### src/rtl/cpu_pkg.sv
// Shared CPU definitions: datapath widths, ALU opcodes, EX/MEM FSM encodings.
package cpu_pkg;

    localparam int unsigned DATA_W = 16;
    localparam int unsigned OP_W   = 4;
    localparam int unsigned QTR_W  = 2;
    localparam int unsigned REG_W  = 5;

    localparam logic [OP_W-1:0] ALU_ADD  = 4'd0;
    localparam logic [OP_W-1:0] ALU_SUB  = 4'd1;
    localparam logic [OP_W-1:0] ALU_AND  = 4'd2;
    localparam logic [OP_W-1:0] ALU_OR   = 4'd3;
    localparam logic [OP_W-1:0] ALU_XOR  = 4'd4;
    localparam logic [OP_W-1:0] ALU_NOTA = 4'd5;
    localparam logic [OP_W-1:0] ALU_SLL  = 4'd6;
    localparam logic [OP_W-1:0] ALU_SRL  = 4'd7;
    localparam logic [OP_W-1:0] ALU_SRA  = 4'd8;
    localparam logic [OP_W-1:0] ALU_SLT  = 4'd9;
    localparam logic [OP_W-1:0] ALU_PASSB = 4'd10;

    localparam logic [0:0] ST_IDLE     = 1'b0;
    localparam logic [0:0] ST_MEM_WAIT = 1'b1;

    // Writeback control carried alongside a memory access
    typedef struct packed {
        logic [QTR_W-1:0] quarter;
        logic             write;
        logic [REG_W-1:0] write_reg;
    } wb_ctrl_t;

endpackage

### src/rtl/ex_mem_stage_if.sv
// Bundle of ID/EX inputs, RAM handshake and writeback outputs for the EX/MEM stage.
interface ex_mem_stage_if;
    import cpu_pkg::*;

    logic              in_valid;
    logic [DATA_W-1:0] readData0;
    logic [DATA_W-1:0] readData1;
    logic [OP_W-1:0]   ALUOp;
    logic              ReadMem;
    logic              WriteMem;
    logic [DATA_W-1:0] DataIn;
    logic [QTR_W-1:0]  quarter;
    logic              write;
    logic [REG_W-1:0]  writeReg;
    logic              stall;
    logic              mem_req;
    logic              mem_we;
    logic [DATA_W-1:0] mem_addr;
    logic [DATA_W-1:0] mem_wdata;
    logic [DATA_W-1:0] mem_rdata;
    logic              mem_ack;
    logic              wb_valid;
    logic [DATA_W-1:0] wb_data;
    logic [QTR_W-1:0]  wb_quarter;
    logic              wb_write;
    logic [REG_W-1:0]  wb_writeReg;
    logic              mem_err;

    // Pipeline/RAM environment side
    modport master (
        output in_valid, readData0, readData1, ALUOp, ReadMem, WriteMem, DataIn,
               quarter, write, writeReg, mem_rdata, mem_ack,
        input  stall, mem_req, mem_we, mem_addr, mem_wdata,
               wb_valid, wb_data, wb_quarter, wb_write, wb_writeReg, mem_err
    );

    // EX/MEM stage side
    modport slave (
        input  in_valid, readData0, readData1, ALUOp, ReadMem, WriteMem, DataIn,
               quarter, write, writeReg, mem_rdata, mem_ack,
        output stall, mem_req, mem_we, mem_addr, mem_wdata,
               wb_valid, wb_data, wb_quarter, wb_write, wb_writeReg, mem_err
    );

endinterface

### src/rtl/alu16.sv
// 16-bit combinational ALU; shifts use only the low four bits of b.
module alu16
    import cpu_pkg::*;
(
    input  logic [DATA_W-1:0] a,
    input  logic [DATA_W-1:0] b,
    input  logic [OP_W-1:0]   op,
    output logic [DATA_W-1:0] y
);

    always_comb begin
        y = '0;
        case (op)
            ALU_ADD:   y = a + b;
            ALU_SUB:   y = a - b;
            ALU_AND:   y = a & b;
            ALU_OR:    y = a | b;
            ALU_XOR:   y = a ^ b;
            ALU_NOTA:  y = ~a;
            ALU_SLL:   y = a << b[3:0];
            ALU_SRL:   y = a >> b[3:0];
            ALU_SRA:   y = DATA_W'($signed(a) >>> b[3:0]);
            ALU_SLT:   y = {15'd0, ($signed(a) < $signed(b))};
            ALU_PASSB: y = b;
            default:   y = '0;
        endcase
    end

endmodule

### src/rtl/ex_mem_stage.sv
// Execute/memory pipeline stage: ALU, single outstanding RAM access with timeout,
// and registered writeback.
module ex_mem_stage
    import cpu_pkg::*;
#(
    parameter int unsigned TIMEOUT = 15
) (
    input  logic           clk,
    input  logic           rst_n,
    ex_mem_stage_if.slave  bus
);

    localparam int unsigned CNT_W = $clog2(TIMEOUT + 1);

    logic [DATA_W-1:0] alu_y;

    logic [0:0]        state_q,     state_d;
    logic [CNT_W-1:0]  cnt_q,       cnt_d;
    wb_ctrl_t          ctrl_q,      ctrl_d;
    logic              is_load_q,   is_load_d;
    logic              mem_req_q,   mem_req_d;
    logic              mem_we_q,    mem_we_d;
    logic [DATA_W-1:0] mem_addr_q,  mem_addr_d;
    logic [DATA_W-1:0] mem_wdata_q, mem_wdata_d;
    logic              mem_err_q,   mem_err_d;
    logic              wb_valid_q,  wb_valid_d;
    logic [DATA_W-1:0] wb_data_q,   wb_data_d;
    logic [QTR_W-1:0]  wb_qtr_q,    wb_qtr_d;
    logic              wb_write_q,  wb_write_d;
    logic [REG_W-1:0]  wb_reg_q,    wb_reg_d;

    alu16 u_alu (
        .a  (bus.readData0),
        .b  (bus.readData1),
        .op (bus.ALUOp),
        .y  (alu_y)
    );

    // Upstream freezes while an access is outstanding; released in the ack cycle
    assign bus.stall = (state_q == ST_MEM_WAIT) && !bus.mem_ack;

    always_ff @(posedge clk or negedge rst_n) begin
        if (!rst_n) begin
            state_q     <= ST_IDLE;
            cnt_q       <= '0;
            ctrl_q      <= '0;
            is_load_q   <= 1'b0;
            mem_req_q   <= 1'b0;
            mem_we_q    <= 1'b0;
            mem_addr_q  <= '0;
            mem_wdata_q <= '0;
            mem_err_q   <= 1'b0;
            wb_valid_q  <= 1'b0;
            wb_data_q   <= '0;
            wb_qtr_q    <= '0;
            wb_write_q  <= 1'b0;
            wb_reg_q    <= '0;
        end else begin
            state_q     <= state_d;
            cnt_q       <= cnt_d;
            ctrl_q      <= ctrl_d;
            is_load_q   <= is_load_d;
            mem_req_q   <= mem_req_d;
            mem_we_q    <= mem_we_d;
            mem_addr_q  <= mem_addr_d;
            mem_wdata_q <= mem_wdata_d;
            mem_err_q   <= mem_err_d;
            wb_valid_q  <= wb_valid_d;
            wb_data_q   <= wb_data_d;
            wb_qtr_q    <= wb_qtr_d;
            wb_write_q  <= wb_write_d;
            wb_reg_q    <= wb_reg_d;
        end
    end

    always_comb begin
        state_d     = state_q;
        cnt_d       = cnt_q;
        ctrl_d      = ctrl_q;
        is_load_d   = is_load_q;
        mem_req_d   = mem_req_q;
        mem_we_d    = mem_we_q;
        mem_addr_d  = mem_addr_q;
        mem_wdata_d = mem_wdata_q;
        mem_err_d   = mem_err_q;
        wb_valid_d  = 1'b0;
        wb_data_d   = wb_data_q;
        wb_qtr_d    = wb_qtr_q;
        wb_write_d  = 1'b0;
        wb_reg_d    = wb_reg_q;

        case (state_q)
            ST_IDLE: begin
                if (bus.in_valid) begin
                    if (bus.ReadMem || bus.WriteMem) begin
                        // Load+store together behaves as a store with no register writeback
                        state_d          = ST_MEM_WAIT;
                        cnt_d            = '0;
                        mem_req_d        = 1'b1;
                        mem_we_d         = bus.WriteMem;
                        mem_addr_d       = alu_y;
                        mem_wdata_d      = bus.DataIn;
                        is_load_d        = bus.ReadMem && !bus.WriteMem;
                        ctrl_d.quarter   = bus.quarter;
                        ctrl_d.write     = bus.write && !(bus.ReadMem && bus.WriteMem);
                        ctrl_d.write_reg = bus.writeReg;
                    end else begin
                        wb_valid_d = 1'b1;
                        wb_data_d  = alu_y;
                        wb_qtr_d   = bus.quarter;
                        wb_write_d = bus.write;
                        wb_reg_d   = bus.writeReg;
                    end
                end
            end
            ST_MEM_WAIT: begin
                if (bus.mem_ack) begin
                    state_d    = ST_IDLE;
                    mem_req_d  = 1'b0;
                    mem_we_d   = 1'b0;
                    wb_valid_d = 1'b1;
                    wb_data_d  = is_load_q ? bus.mem_rdata : mem_addr_q;
                    wb_qtr_d   = ctrl_q.quarter;
                    wb_write_d = ctrl_q.write;
                    wb_reg_d   = ctrl_q.write_reg;
                end else if (cnt_q == CNT_W'(TIMEOUT - 1)) begin
                    // Abandon the access: retire the instruction without writing a register
                    state_d    = ST_IDLE;
                    mem_req_d  = 1'b0;
                    mem_we_d   = 1'b0;
                    mem_err_d  = 1'b1;
                    wb_valid_d = 1'b1;
                    wb_data_d  = '0;
                    wb_qtr_d   = ctrl_q.quarter;
                    wb_write_d = 1'b0;
                    wb_reg_d   = ctrl_q.write_reg;
                end else begin
                    cnt_d = cnt_q + CNT_W'(1);
                end
            end
            default: state_d = ST_IDLE;
        endcase
    end

    assign bus.mem_req     = mem_req_q;
    assign bus.mem_we      = mem_we_q;
    assign bus.mem_addr    = mem_addr_q;
    assign bus.mem_wdata   = mem_wdata_q;
    assign bus.mem_err     = mem_err_q;
    assign bus.wb_valid    = wb_valid_q;
    assign bus.wb_data     = wb_data_q;
    assign bus.wb_quarter  = wb_qtr_q;
    assign bus.wb_write    = wb_write_q;
    assign bus.wb_writeReg = wb_reg_q;

endmodule

### src/flat_wrapper.sv
// flat-port wrapper written by rule: the top's interface ports become plain ports
module ex_mem_stage_flat import cpu_pkg::*;
#(
    parameter int unsigned TIMEOUT = 15
)
  (clk, rst_n, bus_in_valid, bus_readData0, bus_readData1, bus_ALUOp, bus_ReadMem, bus_WriteMem, bus_DataIn, bus_quarter, bus_write, bus_writeReg, bus_mem_rdata, bus_mem_ack, bus_stall, bus_mem_req, bus_mem_we, bus_mem_addr, bus_mem_wdata, bus_wb_valid, bus_wb_data, bus_wb_quarter, bus_wb_write, bus_wb_writeReg, bus_mem_err);
  ex_mem_stage_if bus_i ();
  input  logic clk;
  input  logic rst_n;
  input wire logic [$bits(bus_i.in_valid)-1:0] bus_in_valid;
  input wire logic [$bits(bus_i.readData0)-1:0] bus_readData0;
  input wire logic [$bits(bus_i.readData1)-1:0] bus_readData1;
  input wire logic [$bits(bus_i.ALUOp)-1:0] bus_ALUOp;
  input wire logic [$bits(bus_i.ReadMem)-1:0] bus_ReadMem;
  input wire logic [$bits(bus_i.WriteMem)-1:0] bus_WriteMem;
  input wire logic [$bits(bus_i.DataIn)-1:0] bus_DataIn;
  input wire logic [$bits(bus_i.quarter)-1:0] bus_quarter;
  input wire logic [$bits(bus_i.write)-1:0] bus_write;
  input wire logic [$bits(bus_i.writeReg)-1:0] bus_writeReg;
  input wire logic [$bits(bus_i.mem_rdata)-1:0] bus_mem_rdata;
  input wire logic [$bits(bus_i.mem_ack)-1:0] bus_mem_ack;
  output wire logic [$bits(bus_i.stall)-1:0] bus_stall;
  output wire logic [$bits(bus_i.mem_req)-1:0] bus_mem_req;
  output wire logic [$bits(bus_i.mem_we)-1:0] bus_mem_we;
  output wire logic [$bits(bus_i.mem_addr)-1:0] bus_mem_addr;
  output wire logic [$bits(bus_i.mem_wdata)-1:0] bus_mem_wdata;
  output wire logic [$bits(bus_i.wb_valid)-1:0] bus_wb_valid;
  output wire logic [$bits(bus_i.wb_data)-1:0] bus_wb_data;
  output wire logic [$bits(bus_i.wb_quarter)-1:0] bus_wb_quarter;
  output wire logic [$bits(bus_i.wb_write)-1:0] bus_wb_write;
  output wire logic [$bits(bus_i.wb_writeReg)-1:0] bus_wb_writeReg;
  output wire logic [$bits(bus_i.mem_err)-1:0] bus_mem_err;
  assign bus_i.in_valid = bus_in_valid;
  assign bus_i.readData0 = bus_readData0;
  assign bus_i.readData1 = bus_readData1;
  assign bus_i.ALUOp = bus_ALUOp;
  assign bus_i.ReadMem = bus_ReadMem;
  assign bus_i.WriteMem = bus_WriteMem;
  assign bus_i.DataIn = bus_DataIn;
  assign bus_i.quarter = bus_quarter;
  assign bus_i.write = bus_write;
  assign bus_i.writeReg = bus_writeReg;
  assign bus_i.mem_rdata = bus_mem_rdata;
  assign bus_i.mem_ack = bus_mem_ack;
  assign bus_stall = bus_i.stall;
  assign bus_mem_req = bus_i.mem_req;
  assign bus_mem_we = bus_i.mem_we;
  assign bus_mem_addr = bus_i.mem_addr;
  assign bus_mem_wdata = bus_i.mem_wdata;
  assign bus_wb_valid = bus_i.wb_valid;
  assign bus_wb_data = bus_i.wb_data;
  assign bus_wb_quarter = bus_i.wb_quarter;
  assign bus_wb_write = bus_i.wb_write;
  assign bus_wb_writeReg = bus_i.wb_writeReg;
  assign bus_mem_err = bus_i.mem_err;
  ex_mem_stage #(.TIMEOUT(TIMEOUT)) u_core (.clk(clk), .rst_n(rst_n), .bus(bus_i));
endmodule
### config.mk
export PLATFORM = sky130hd
export DESIGN_NAME = ex_mem_stage_flat
export DESIGN_NICKNAME = d
export VERILOG_FILES = /design/src/rtl/cpu_pkg.sv /design/src/rtl/ex_mem_stage_if.sv /design/src/rtl/alu16.sv /design/src/rtl/ex_mem_stage.sv /design/src/flat_wrapper.sv
export SDC_FILE = /design/constraint.sdc
export NUM_CORES = 1
export LEC_CHECK = 0
export CORE_MARGIN = 4
export CORE_UTILIZATION = 58
export DETAILED_ROUTE_END_ITERATION = 6
export PLACE_DENSITY = 0.91
export SKIP_LAST_GASP = 1
export SYNTH_ARGS = -nofsm -noshare
export SYNTH_HDL_FRONTEND = slang
export SYNTH_HIERARCHICAL = 1
export SYNTH_SLANG_ARGS = --single-unit
### constraint.sdc
create_clock -name clk -period 2.85 [get_ports clk]
set_input_delay 0.57 -clock clk [delete_from_list [all_inputs] [get_ports clk]]
set_output_delay 0.57 -clock clk [all_outputs]
set_load 0.02 [all_outputs]
==> flow_metrics.py, run 1 <==
metrics = {
    "run_status": {
        "status": "did not finish",
        "stop_stage": "global routing (5_1_grt)",
        "error": "[ERROR GRT-0116] Global routing finished with congestion. Check the congestion regions in the DRC Viewer.",
    },
    "die": {
        "dieHeight_um": 122,
        "start_util_pct": 59.5,
        "row_count": 41,
        "die_w_um": 122,
        "io_pins": 143,
    },
    "clocking": {
        "htreeDepth": 3,
        "clock_path_buffers": 2,
        "cts_hold_buf": 0,
        "ctsRootBufferMaster": "clkbuf_16",
        "cts_buffers": 9,
        "cts_sinks": 74,
    },
    "grt": {
        "grt_pass1_wl_um": 92800,
        "grt_usage_pct": 82.4,
        "grt_max_degree": 75,
        "grt_pass1_vias": 13294,
        "grt.overflow.total": 296,
    },
    "synthesis": {
        "mappedNetlistArea_um2": 7540,
        "synth_nets": 1003,
        "yosys.area.top_type": "dfrtp_1",
        "syn_inst": 866,
        "yosys-top-cells-area": "dfrtp_1 25%, ha_1 8.8%, mux2_2 7.3%, mux2i_1 6.0%, a21oi_1 4.1%",
        "synth-async-reset-ratio_pct": 100,
        "synth_warnings": 6,
        "synth_top_area_share_pct": 24.6,
        "yosys_most_used_dff": "dfrtp_1",
        "avgSynthCellArea_um2": 8.71,
        "synth_edf_count": 0,
        "seq_area_frac_synth_pct": 24.6,
        "synth_seq_cells": 74,
        "synth_cell_type_count": 86,
    },
    "placed_design": {
        "io_buffers": 142,
        "dp_hpwl_um": 26700,
        "place_area_um2": 10700,
        "gp_congestion": 1.10,
    },
}
[metrics by stage]
step	utilization [%]	hold WS [ns]	cells	worst slack [ns]
after floorplan	-	0.274	866	-0.202
after global placement	84.4	0.455	1353	-0.744
after detailed placement	84.4	0.455	1353	-0.972
after CTS	92.1	0.412	1385	-0.123
[timing repair]
action	4_1_cts
setup endpoints to repair	32
gates resized for setup	170
pin swaps	40
buffers inserted	16
cloned	0
[cell families after synthesis]
logic type      count (synthesis)  synth area share [%]
simple gates                  219                  14.3
buf+inv                       119                  7.10
compound gates                282                  26.3
mux                           115                  18.2
xor+xnor                        2                 0.232
fa+ha+maj                      55                  9.32
flops                          74                  24.6
[per-layer routing]
layer / global-route usage, % / overflow
met1: 81.2 / 3
met4: 81.9 / 98
met2: 98.4 / 189
met5: 35.4 / 0
met3: 69.6 / 6
[cell usage after synthesis (12+ instances only)]
master     number
nor2_1         75
dfrtp_1        74
a21oi_1        62
inv_1          60
ha_1           53
nand2_1        50
mux2_2         49
mux2i_1        45
o21ai_0        42
clkbuf_1       25
o22ai_1        20
a211oi_1       19
buf_2          18
nor3_1         17
o2bb2ai_1      16
nand3_1        14
mux2_4         12
==> run 2: changes to the inputs <==
--- a/config.mk
+++ b/config.mk
@@ -6,9 +6,9 @@
 export NUM_CORES = 1
 export LEC_CHECK = 0
 export CORE_MARGIN = 4
-export CORE_UTILIZATION = 58
+export CORE_UTILIZATION = 40
 export DETAILED_ROUTE_END_ITERATION = 6
-export PLACE_DENSITY = 0.91
+export PLACE_DENSITY_LB_ADDON = 0.15
 export SKIP_LAST_GASP = 1
 export SYNTH_ARGS = -nofsm -noshare
 export SYNTH_HDL_FRONTEND = slang
==> flow_metrics.py, run 2 <==
metrics = {
    "route": {
        "drtAntennaViolNets": 0,
        "routed_via_density": 5.78,
        "wl_per_cell_um": 19.7,
        "drtPass1Iterations": 7,
        "num_vias": 8547,
        "drc": 11,
        "drt-initial-drc-count": 746,
        "wirelength_um": 29100,
    },
    "synthesis": {
        "avgSynthCellArea_um2": 8.71,
        "synth_nets": 1003,
        "synth_compound_area_share_pct": 26.3,
        "synth_top_family_by_area": "compound AO/OA/AOI/OAI gates",
        "seq_area_frac_synth_pct": 24.6,
        "synth_seq_cells": 74,
        "yosys-top-cells-area": "dfrtp_1 25%, ha_1 8.8%, mux2_2 7.3%, mux2i_1 6.0%, a21oi_1 4.1%",
        "synth_xor_xnor_area_share_pct": 0.232,
        "synthMuxAreaShare_pct": 18.2,
        "yosysMostFrequentCell": "nor2_1",
        "yosys-top-cells-count": "75 x nor2_1, 74 x dfrtp_1, 62 x a21oi_1",
        "mappedNetlistArea_um2": 7540,
        "synth_fa_ha_area_share_pct": 9.32,
        "synth-async-reset-ratio_pct": 100,
        "synth-simple-area-share_pct": 14.3,
        "yosys_most_used_dff": "dfrtp_1",
        "synth_edf_count": 0,
        "synth_top_area_share_pct": 24.6,
        "synth_cell_type_count": 86,
        "yosys.area.top_type": "dfrtp_1",
        "synth_warnings": 6,
        "syn_inst": 866,
    },
    "clocking": {
        "htreeDepth": 3,
        "ctsRootBufferMaster": "clkbuf_16",
        "cts_buffers": 9,
        "cts_tree": "built",
        "cts.clk_slew.worst_paths_ns": 0.06,
        "cts_hold_buf": 0,
        "worstSkewPairLatency_ns": 0.34,
        "cts_sinks": 74,
        "clock_path_buffers": 2,
    },
    "critical_path": {
        "r2r_slack_ns": 0.95,
        "r2r_cells": 6,
        "cp.arrival_ns": 3.09,
        "start_kind": "input pin",
        "worst_setup_path_end_kind": "flip-flop",
        "worstPathRequired_ns": 3.07,
        "critPathMaxFanout": 2,
        "worstSetupPathType": "input pin to flip-flop",
    },
    "die": {
        "row_count": 49,
        "die-area_um2": 21100,
        "die_w_um": 145,
        "dieHeight_um": 145,
        "io_pins": 143,
        "core_um2": 18300,
        "start_util_pct": 41.3,
    },
    "sta": {
        "min_period_ns": 2.87,
        "setup_ws_ns": -0.0194,
        "hold_viol": 0,
        "clock_skew_ns": 0.00898,
        "fin_setup_tns_ns": -0.0250,
        "setup_viol": 2,
        "slew_headroom_pct": 36.2,
        "rsz0062_at_grt": "true",
        "timing.fmax_mhz": 349,
        "worstMarginPinSlew_ns": 0.957,
        "slew_viol_final": 0,
        "finalCritPeriodShare_pct": 101,
    },
    "placed_design": {
        "gp_congestion": 0.961,
        "io_buffers": 142,
        "dp_slack_ns": -0.833,
        "dp_hpwl_um": 22700,
    },
    "finish": {
        "n_antenna_cell": 0,
        "final_cell_mix": "271 x buf_4, 115 x clkdlybuf4s50_1, 74 x dfrtp_1",
        "final_nets": 1381,
        "drive_gt1_share_pct": 38.7,
        "syn_to_final_growth_pct": 58.0,
        "layout_commonest_cell": "buf_4",
    },
    "grt": {
        "grt_max_degree": 75,
        "grt.overflow.total": 0,
        "grt_pass1_vias": 8236,
        "antenna_found_initial": 0,
        "grt_pass1_wl_um": 45300,
        "grt_usage_pct": 26.3,
    },
    "pwr": {
        "p_leak_nw": 5.35,
        "power_mw": 5.94,
        "power.density_nw_per_um2": 499,
        "max-vdd-ir-drop_v": 0.000329,
    },
    "run_status": {
        "status": "finished, violations left",
        "violations": "DRC, setup timing",
    },
    "min_path": {
        "min_path_type": "input pin to async pin",
    },
    "run": {
        "drv_cap": 0,
    },
}
## run 2: cell type report
| type | instances | area (um2) |
|---|---|---|
| clock buffer | 9 | 225 |
| clock inverter | 7 | 82.6 |
| fill | 1555 | 6360 |
| inverter | 63 | 262 |
| multi-input combinational | 673 | 5620 |
| sequential | 74 | 1850 |
| tap | 229 | 287 |
| timing repair buffer | 423 | 3590 |
## run 2: where the power goes
part           internal [mW]  switching (mW)  total, mW
Combinational           1.64            1.48       3.12
Clock                  0.693           0.482       1.17
Sequential              1.40           0.248       1.64
## run 2: kinds of logic after synthesis
family / Yosys count
XOR/XNOR: 2
AND/OR/NAND/NOR: 219
AO/OA/AOI/OAI: 282
adder cells (fa/ha/maj): 55
buffers and inverters: 119
multiplexers: 115
flip-flops: 74
## run 2: metal layers
layer | vias to the layer above | track usage [%] | part of all wire (%)
li1 | 4009 | - | -
met1 | 4143 | 36.8 | 44
met2 | 351 | 42.6 | 47
met3 | 44 | 3.65 | 6.4
met4 | 0 | 7.64 | 2.6
met5 | - | 0 | 0
## run 2: critical path, cell delays in order
cell     delay, ns
buf_8         0.10
inv_6         0.05
ha_4          0.20
o21ba_4       0.21
or4_4         0.57
and2_4        0.19
o31a_1        0.24
a221o_1       0.29
nand2_1       0.07
nand4_1       0.16
buf_4         0.19
mux2_4        0.25
## run 2: stage by stage
stage,std cells,hold slack [ns],util [%],area (um2)
global placement,1448,0.447,60.4,11000
finish,1478,0.368,65.2,11900
detailed placement,1448,0.451,60.4,11000
floorplan,866,0.274,-,7640
CTS,1470,0.408,63.6,11600
global route,1478,0.445,65.2,11900
## run 2: path summary, 6_finish.rpt
path                                                start                                   to
setup reg to reg              u_core/cnt_q[0]$_DFFE_PN0P_    u_core/bus.wb_data[2]$_DFFE_PN0P_
max in group asynchronous                           rst_n  u_core/bus.mem_wdata[0]$_DFFE_PN0P_
hold / removal                                      rst_n   u_core/bus.wb_data[12]$_DFFE_PN0P_
setup / recovery                         bus_readData0[1]   u_core/bus.mem_addr[9]$_DFFE_PN0P_
hold reg to reg            u_core/bus.mem_err$_DFFE_PN0P_       u_core/bus.mem_err$_DFFE_PN0P_
min in group clk           u_core/bus.mem_err$_DFFE_PN0P_       u_core/bus.mem_err$_DFFE_PN0P_
## run 2: timing repair
item,CTS,global route
setup endpoints to repair,29,29
pin swaps,22,29
cloned,0,1
setup buffers,7,7
resized for setup,86,73
Note: power is estimated with default switching activity, not from simulation.
==> run 3: changes to the inputs <==
--- a/config.mk
+++ b/config.mk
@@ -8,6 +8,7 @@
 export CORE_MARGIN = 4
 export CORE_UTILIZATION = 40
 export DETAILED_ROUTE_END_ITERATION = 6
+export GPL_ROUTABILITY_DRIVEN = 0
 export PLACE_DENSITY_LB_ADDON = 0.15
 export SKIP_LAST_GASP = 1
 export SYNTH_ARGS = -nofsm -noshare
==> flow_metrics.py, run 3 (same netlist as run 2, synthesis figures left out) <==
metrics = {
    "critical_path": {
        "critPathMaxFanout": 11,
        "worst_setup_path_end_kind": "flip-flop",
        "worstReg2RegStart": "u_core/cnt_q[0]$_DFFE_PN0P_",
        "worstPathRequired_ns": 3.07,
        "worstSetupPathType": "input pin to flip-flop",
        "critPathLaunch": "bus_ALUOp[1]",
        "cp.arrival_ns": 3.04,
        "start_kind": "input pin",
    },
    "die": {
        "dieHeight_um": 145,
        "row_count": 49,
        "core_um2": 18300,
        "start_util_pct": 41.3,
        "die_w_um": 145,
        "io_pins": 143,
        "die-area_um2": 21100,
    },
    "sta": {
        "setup_ws_ns": 0.0283,
        "worstMarginPinSlew_ns": 0.920,
        "finalCritPeriodShare_pct": 99.0,
        "rsz0062_at_grt": "true",
        "clock_skew_ns": 0.0115,
        "hold_viol": 0,
        "min_period_ns": 2.82,
        "slew_viol_final": 0,
        "setup_viol": 0,
        "timing.fmax_mhz": 354,
        "slew_headroom_pct": 38.7,
    },
    "finish": {
        "layout_commonest_cell": "buf_4",
        "drive_gt1_share_pct": 38.4,
        "syn_to_final_growth_pct": 57.2,
        "n_fill_cell": 1544,
        "final_cell_mix": "261 x buf_4, 115 x clkdlybuf4s50_1, 74 x dfrtp_1",
        "n_antenna_cell": 0,
        "stdcell_area_um2": 11900,
        "final_cells": 1470,
        "final_nets": 1373,
    },
    "run_status": {
        "status": "finished, final reports clean",
    },
    "min_path": {
        "min_path_type": "input pin to async pin",
    },
    "clocking": {
        "cts.clk_slew.worst_paths_ns": 0.06,
        "cts_buffers": 9,
        "clock_path_buffers": 2,
        "cts_sinks": 74,
        "worstSkewPairLatency_ns": 0.34,
        "ctsRootBufferMaster": "clkbuf_16",
        "htreeDepth": 3,
        "cts_tree": "built",
        "cts_hold_buf": 0,
    },
    "pwr": {
        "max-vdd-ir-drop_v": 0.000308,
        "p_int_mw": 3.72,
        "p_sw_share_pct": 37.2,
        "p_leak_nw": 5.33,
        "power_mw": 5.92,
        "p_sw_mw": 2.20,
        "clockPowerShare_pct": 19.9,
        "seqPwrFrac_pct": 27.6,
        "power.density_nw_per_um2": 499,
        "p_comb_share_pct": 52.5,
    },
    "run": {
        "drv_cap": 0,
    },
    "route": {
        "drtAntennaViolNets": 0,
        "wirelength_um": 28900,
        "drt-initial-drc-count": 680,
        "routed_via_density": 5.71,
        "drtPass1Iterations": 5,
        "wl_per_cell_um": 19.7,
        "num_vias": 8399,
        "drc": 0,
    },
    "placed_design": {
        "dpl.cell_count": 1441,
        "io_buffers": 142,
        "dp_hpwl_um": 22500,
        "place_area_um2": 11000,
        "dp_slack_ns": -0.831,
    },
    "grt": {
        "grt_pass1_vias": 8246,
        "grt_usage_pct": 26.0,
        "grt_pass1_wl_um": 44900,
        "grt_max_degree": 75,
        "antenna_found_initial": 0,
        "grt.overflow.total": 0,
    },
}
## run 3: area by class of cell
cell class              instances  area, um2  share of cell area, %
clock inverters                 7       82.6                  0.697
multi-input cells             673       5610                   47.3
repair buffers                415       3540                   29.9
clock buffers                   9        225                   1.90
flip-flops and latches         74       1850                   15.6
well taps                     229        287                   2.42
inverters                      63        256                   2.16
## run 3: per-layer routing
metal	wire length [um]	vias to the layer above	GRT usage (%)
met5	0	-	0
met4	860	0	8.64
met3	2000	63	4.99
met2	13300	369	42.0
met1	12700	3988	35.1
li1	-	3979	-
## run 3: path summary, 6_finish.rpt
kind	to	cells after the start	slack [ns]
min reg2reg	u_core/bus.mem_err$_DFFE_PN0P_	1	0.46
min	u_core/bus.wb_data[12]$_DFFE_PN0P_	1	0.35
min in group clk	u_core/bus.mem_err$_DFFE_PN0P_	1	0.46
max reg2reg	u_core/bus.wb_data[11]$_DFFE_PN0P_	6	1.03
max	u_core/bus.wb_data[14]$_DFFE_PN0P_	11	0.03
max in group asynchronous	u_core/bus.mem_wdata[0]$_DFFE_PN0P_	1	1.88
## run 3: critical path: stages
cell and delay (ns):
clkdlybuf4s50_1 0.53, buf_4 0.24, nor2b_2 0.11, nand2_1 0.15
o2bb2ai_1 0.10, a211oi_1 0.30, o311ai_1 0.15, a21oi_1 0.29
o211ai_1 0.18, o2bb2ai_1 0.16, mux2_4 0.26
## run 3: power groups by stage
stage               combinational, mW  sequential, mW  clock, mW
floorplan                        1.22            1.96          0
global placement                 2.91            1.64          0
detailed placement               2.95            1.65          0
CTS                              3.04            1.64       1.20
global route                     3.29            1.69       1.24
finish                           3.11            1.64       1.18
## run 3: per-stage QoR
step                      utilization [%]  TNS [ns]  hold slack, ns
after floorplan                         -    -0.896           0.274
after global placement               60.2    -16.80           0.448
after detailed placement             60.2    -18.00           0.453
after CTS                            63.8  -0.00178           0.412
after global routing                 64.9   -0.0705           0.449
final                                64.9         0           0.351
## run 3: timing repair
action / in CTS / in global routing
pin swaps: 26 / 29
resized for setup: 94 / 69
gates cloned: 0 / 0
setup buffers: 10 / 3
endpoints found under the setup margin: 28 / 24
==> run 4: changes to the inputs <==
--- a/config.mk
+++ b/config.mk
@@ -10,6 +10,7 @@
 export DETAILED_ROUTE_END_ITERATION = 6
 export GPL_ROUTABILITY_DRIVEN = 0
 export PLACE_DENSITY_LB_ADDON = 0.15
+export REMOVE_ABC_BUFFERS = 1
 export SKIP_LAST_GASP = 1
 export SYNTH_ARGS = -nofsm -noshare
 export SYNTH_HDL_FRONTEND = slang
==> flow_metrics.py, run 4 (same netlist as run 2, synthesis figures left out) <==
metrics = {
    "grt": {
        "antenna_found_initial": 0,
        "grt_pass1_wl_um": 45300,
        "grt.overflow.total": 0,
        "grt_pass1_vias": 8192,
        "grt_usage_pct": 26.5,
        "grt_max_degree": 47,
    },
    "die": {
        "dieHeight_um": 145,
        "core_um2": 18300,
        "io_pins": 143,
        "die_w_um": 145,
        "row_count": 49,
        "start_util_pct": 41.3,
        "die-area_um2": 21100,
    },
    "placed_design": {
        "dp_hpwl_um": 22800,
        "dpl.cell_count": 1436,
        "io_buffers": 142,
        "dp_slack_ns": -0.831,
    },
    "run": {
        "drv_cap": 0,
    },
    "sta": {
        "hold_viol": 0,
        "fin_setup_tns_ns": 0,
        "worstMarginPinSlew_ns": 0.632,
        "slew_viol_final": 0,
        "setup_viol": 0,
        "finalCritPeriodShare_pct": 98.2,
        "rsz0062_at_grt": "true",
        "setup_ws_ns": 0.0513,
        "clock_skew_ns": 0.00384,
        "slew_headroom_pct": 57.9,
        "min_period_ns": 2.80,
        "timing.fmax_mhz": 357,
    },
    "critical_path": {
        "worstSetupPathType": "input pin to flip-flop",
        "cp_top_family": "compound AO/OA/AOI/OAI gates",
        "start_kind": "input pin",
        "cp-endpoint": "u_core/bus.wb_data[13]$_DFFE_PN0P_",
        "cp.arrival_ns": 3.02,
        "crit_path_max_incr_delay_ns": 0.51,
        "r2r_end": "u_core/bus.mem_wdata[4]$_DFFE_PN0P_",
        "worst_setup_path_end_kind": "flip-flop",
        "r2r_cells": 4,
        "critPathLaunch": "bus_readData1[3]",
        "crit_slowest_cell": "or4_4",
        "critPathBufInv": 4,
        "worstReg2RegStart": "u_core/state_q$_DFF_PN0_",
        "cp_common_cell": "buf_6",
        "r2r_slack_ns": 0.90,
        "cp.depth": 13,
        "critPathMaxFanout": 5,
        "cp_cell_sequence": "dlygate4sd2_1 > inv_2 > ha_4 > or4_4 > buf_6 > a21oi_4 > o21ai_4 > buf_6 > a31o_4 > o22ai_2 > nand3_2 > o2bb2ai_2 > mux2_4",
        "worstPathRequired_ns": 3.07,
    },
    "route": {
        "drt-initial-drc-count": 870,
        "drc": 0,
        "routed_via_density": 5.77,
        "drtPass1Iterations": 6,
        "drtAntennaViolNets": 0,
        "num_vias": 8422,
        "wirelength_um": 29000,
        "wl_per_cell_um": 19.9,
    },
    "finish": {
        "utilization_pct": 64.3,
        "final_cell_mix": "251 x buf_4, 114 x clkdlybuf4s50_1, 74 x dfrtp_1",
        "final_cells": 1460,
        "seqCellArea_um2": 1850,
        "n_antenna_cell": 0,
        "multiInputGateArea_um2": 5620,
        "drive_gt1_share_pct": 36.7,
        "n_fill_cell": 1574,
        "layout_commonest_cell": "buf_4",
        "syn_to_final_growth_pct": 55.9,
        "final_nets": 1363,
    },
    "run_status": {
        "status": "finished, final reports clean",
    },
    "clocking": {
        "cts_sinks": 74,
        "htreeDepth": 3,
        "cts.clk_slew.worst_paths_ns": 0.06,
        "ctsRootBufferMaster": "clkbuf_16",
        "cts_buffers": 9,
        "clock_path_buffers": 2,
        "worstSkewPairLatency_ns": 0.34,
        "cts_tree": "built",
        "cts_hold_buf": 0,
    },
    "pwr": {
        "max-vdd-ir-drop_v": 0.000424,
        "power.density_nw_per_um2": 492,
        "p_leak_nw": 5.28,
    },
    "min_path": {
        "min_path_type": "input pin to async pin",
    },
}
[run 4: final cells by class]
class | count | share of cell area, %
flip-flops and latches | 74 | 15.8
well taps | 229 | 2.44
clock buffers | 13 | 2.13
inverters | 63 | 2.05
clock inverters | 3 | 0.128
multi-input cells | 673 | 47.8
repair buffers | 405 | 29.6
[run 4: power by group]
part	total, mW	switching [mW]	internal, mW
registers	1.64	0.244	1.40
clock network	1.02	0.414	0.609
logic	3.11	1.50	1.62
[run 4: how the worst min path moves through the flow]
stage / from / end / slack, ns / cells after the start
finish: rst_n / u_core/ctrl_q[1]$_DFFE_PN0P_ / 0.22 / 1
CTS: rst_n / u_core/bus.mem_we$_DFFE_PN0P_ / 0.23 / 1
floorplan: rst_n / u_core/bus.mem_addr[0]$_DFFE_PN0P_ / 0.27 / 0
global route: rst_n / u_core/bus.mem_we$_DFFE_PN0P_ / 0.25 / 1
detailed placement: u_core/bus.mem_err$_DFFE_PN0P_ / u_core/bus.mem_err$_DFFE_PN0P_ / 0.45 / 1
global placement: u_core/bus.mem_err$_DFFE_PN0P_ / u_core/bus.mem_err$_DFFE_PN0P_ / 0.44 / 1
[run 4: routing by layer]
layer | share of wire [%] | global-route usage, % | vias up
li1 | - | - | 3960
met1 | 43 | 36.2 | 4072
met2 | 47 | 42.5 | 336
met3 | 7.1 | 5.49 | 54
met4 | 3.0 | 7.36 | 0
met5 | 0 | 0 | -
[run 4: per-stage QoR]
stage                     hold slack (ns)  cell area [um2]  total power, mW
after floorplan                     0.274             7240             3.08
after global placement              0.440            10900             4.58
after detailed placement            0.446            10900             4.62
after CTS                           0.234            11500             5.73
after global routing                0.253            11800             6.10
final                               0.220            11800             5.78
[run 4: timing repair]
action / CTS / global route
resized for setup: 86 / 65
buffers inserted: 5 / 3
pin swaps: 26 / 26
gates cloned: 0 / 0
setup endpoints to repair: 31 / 28
endpoints found under the hold margin: 0 / 0
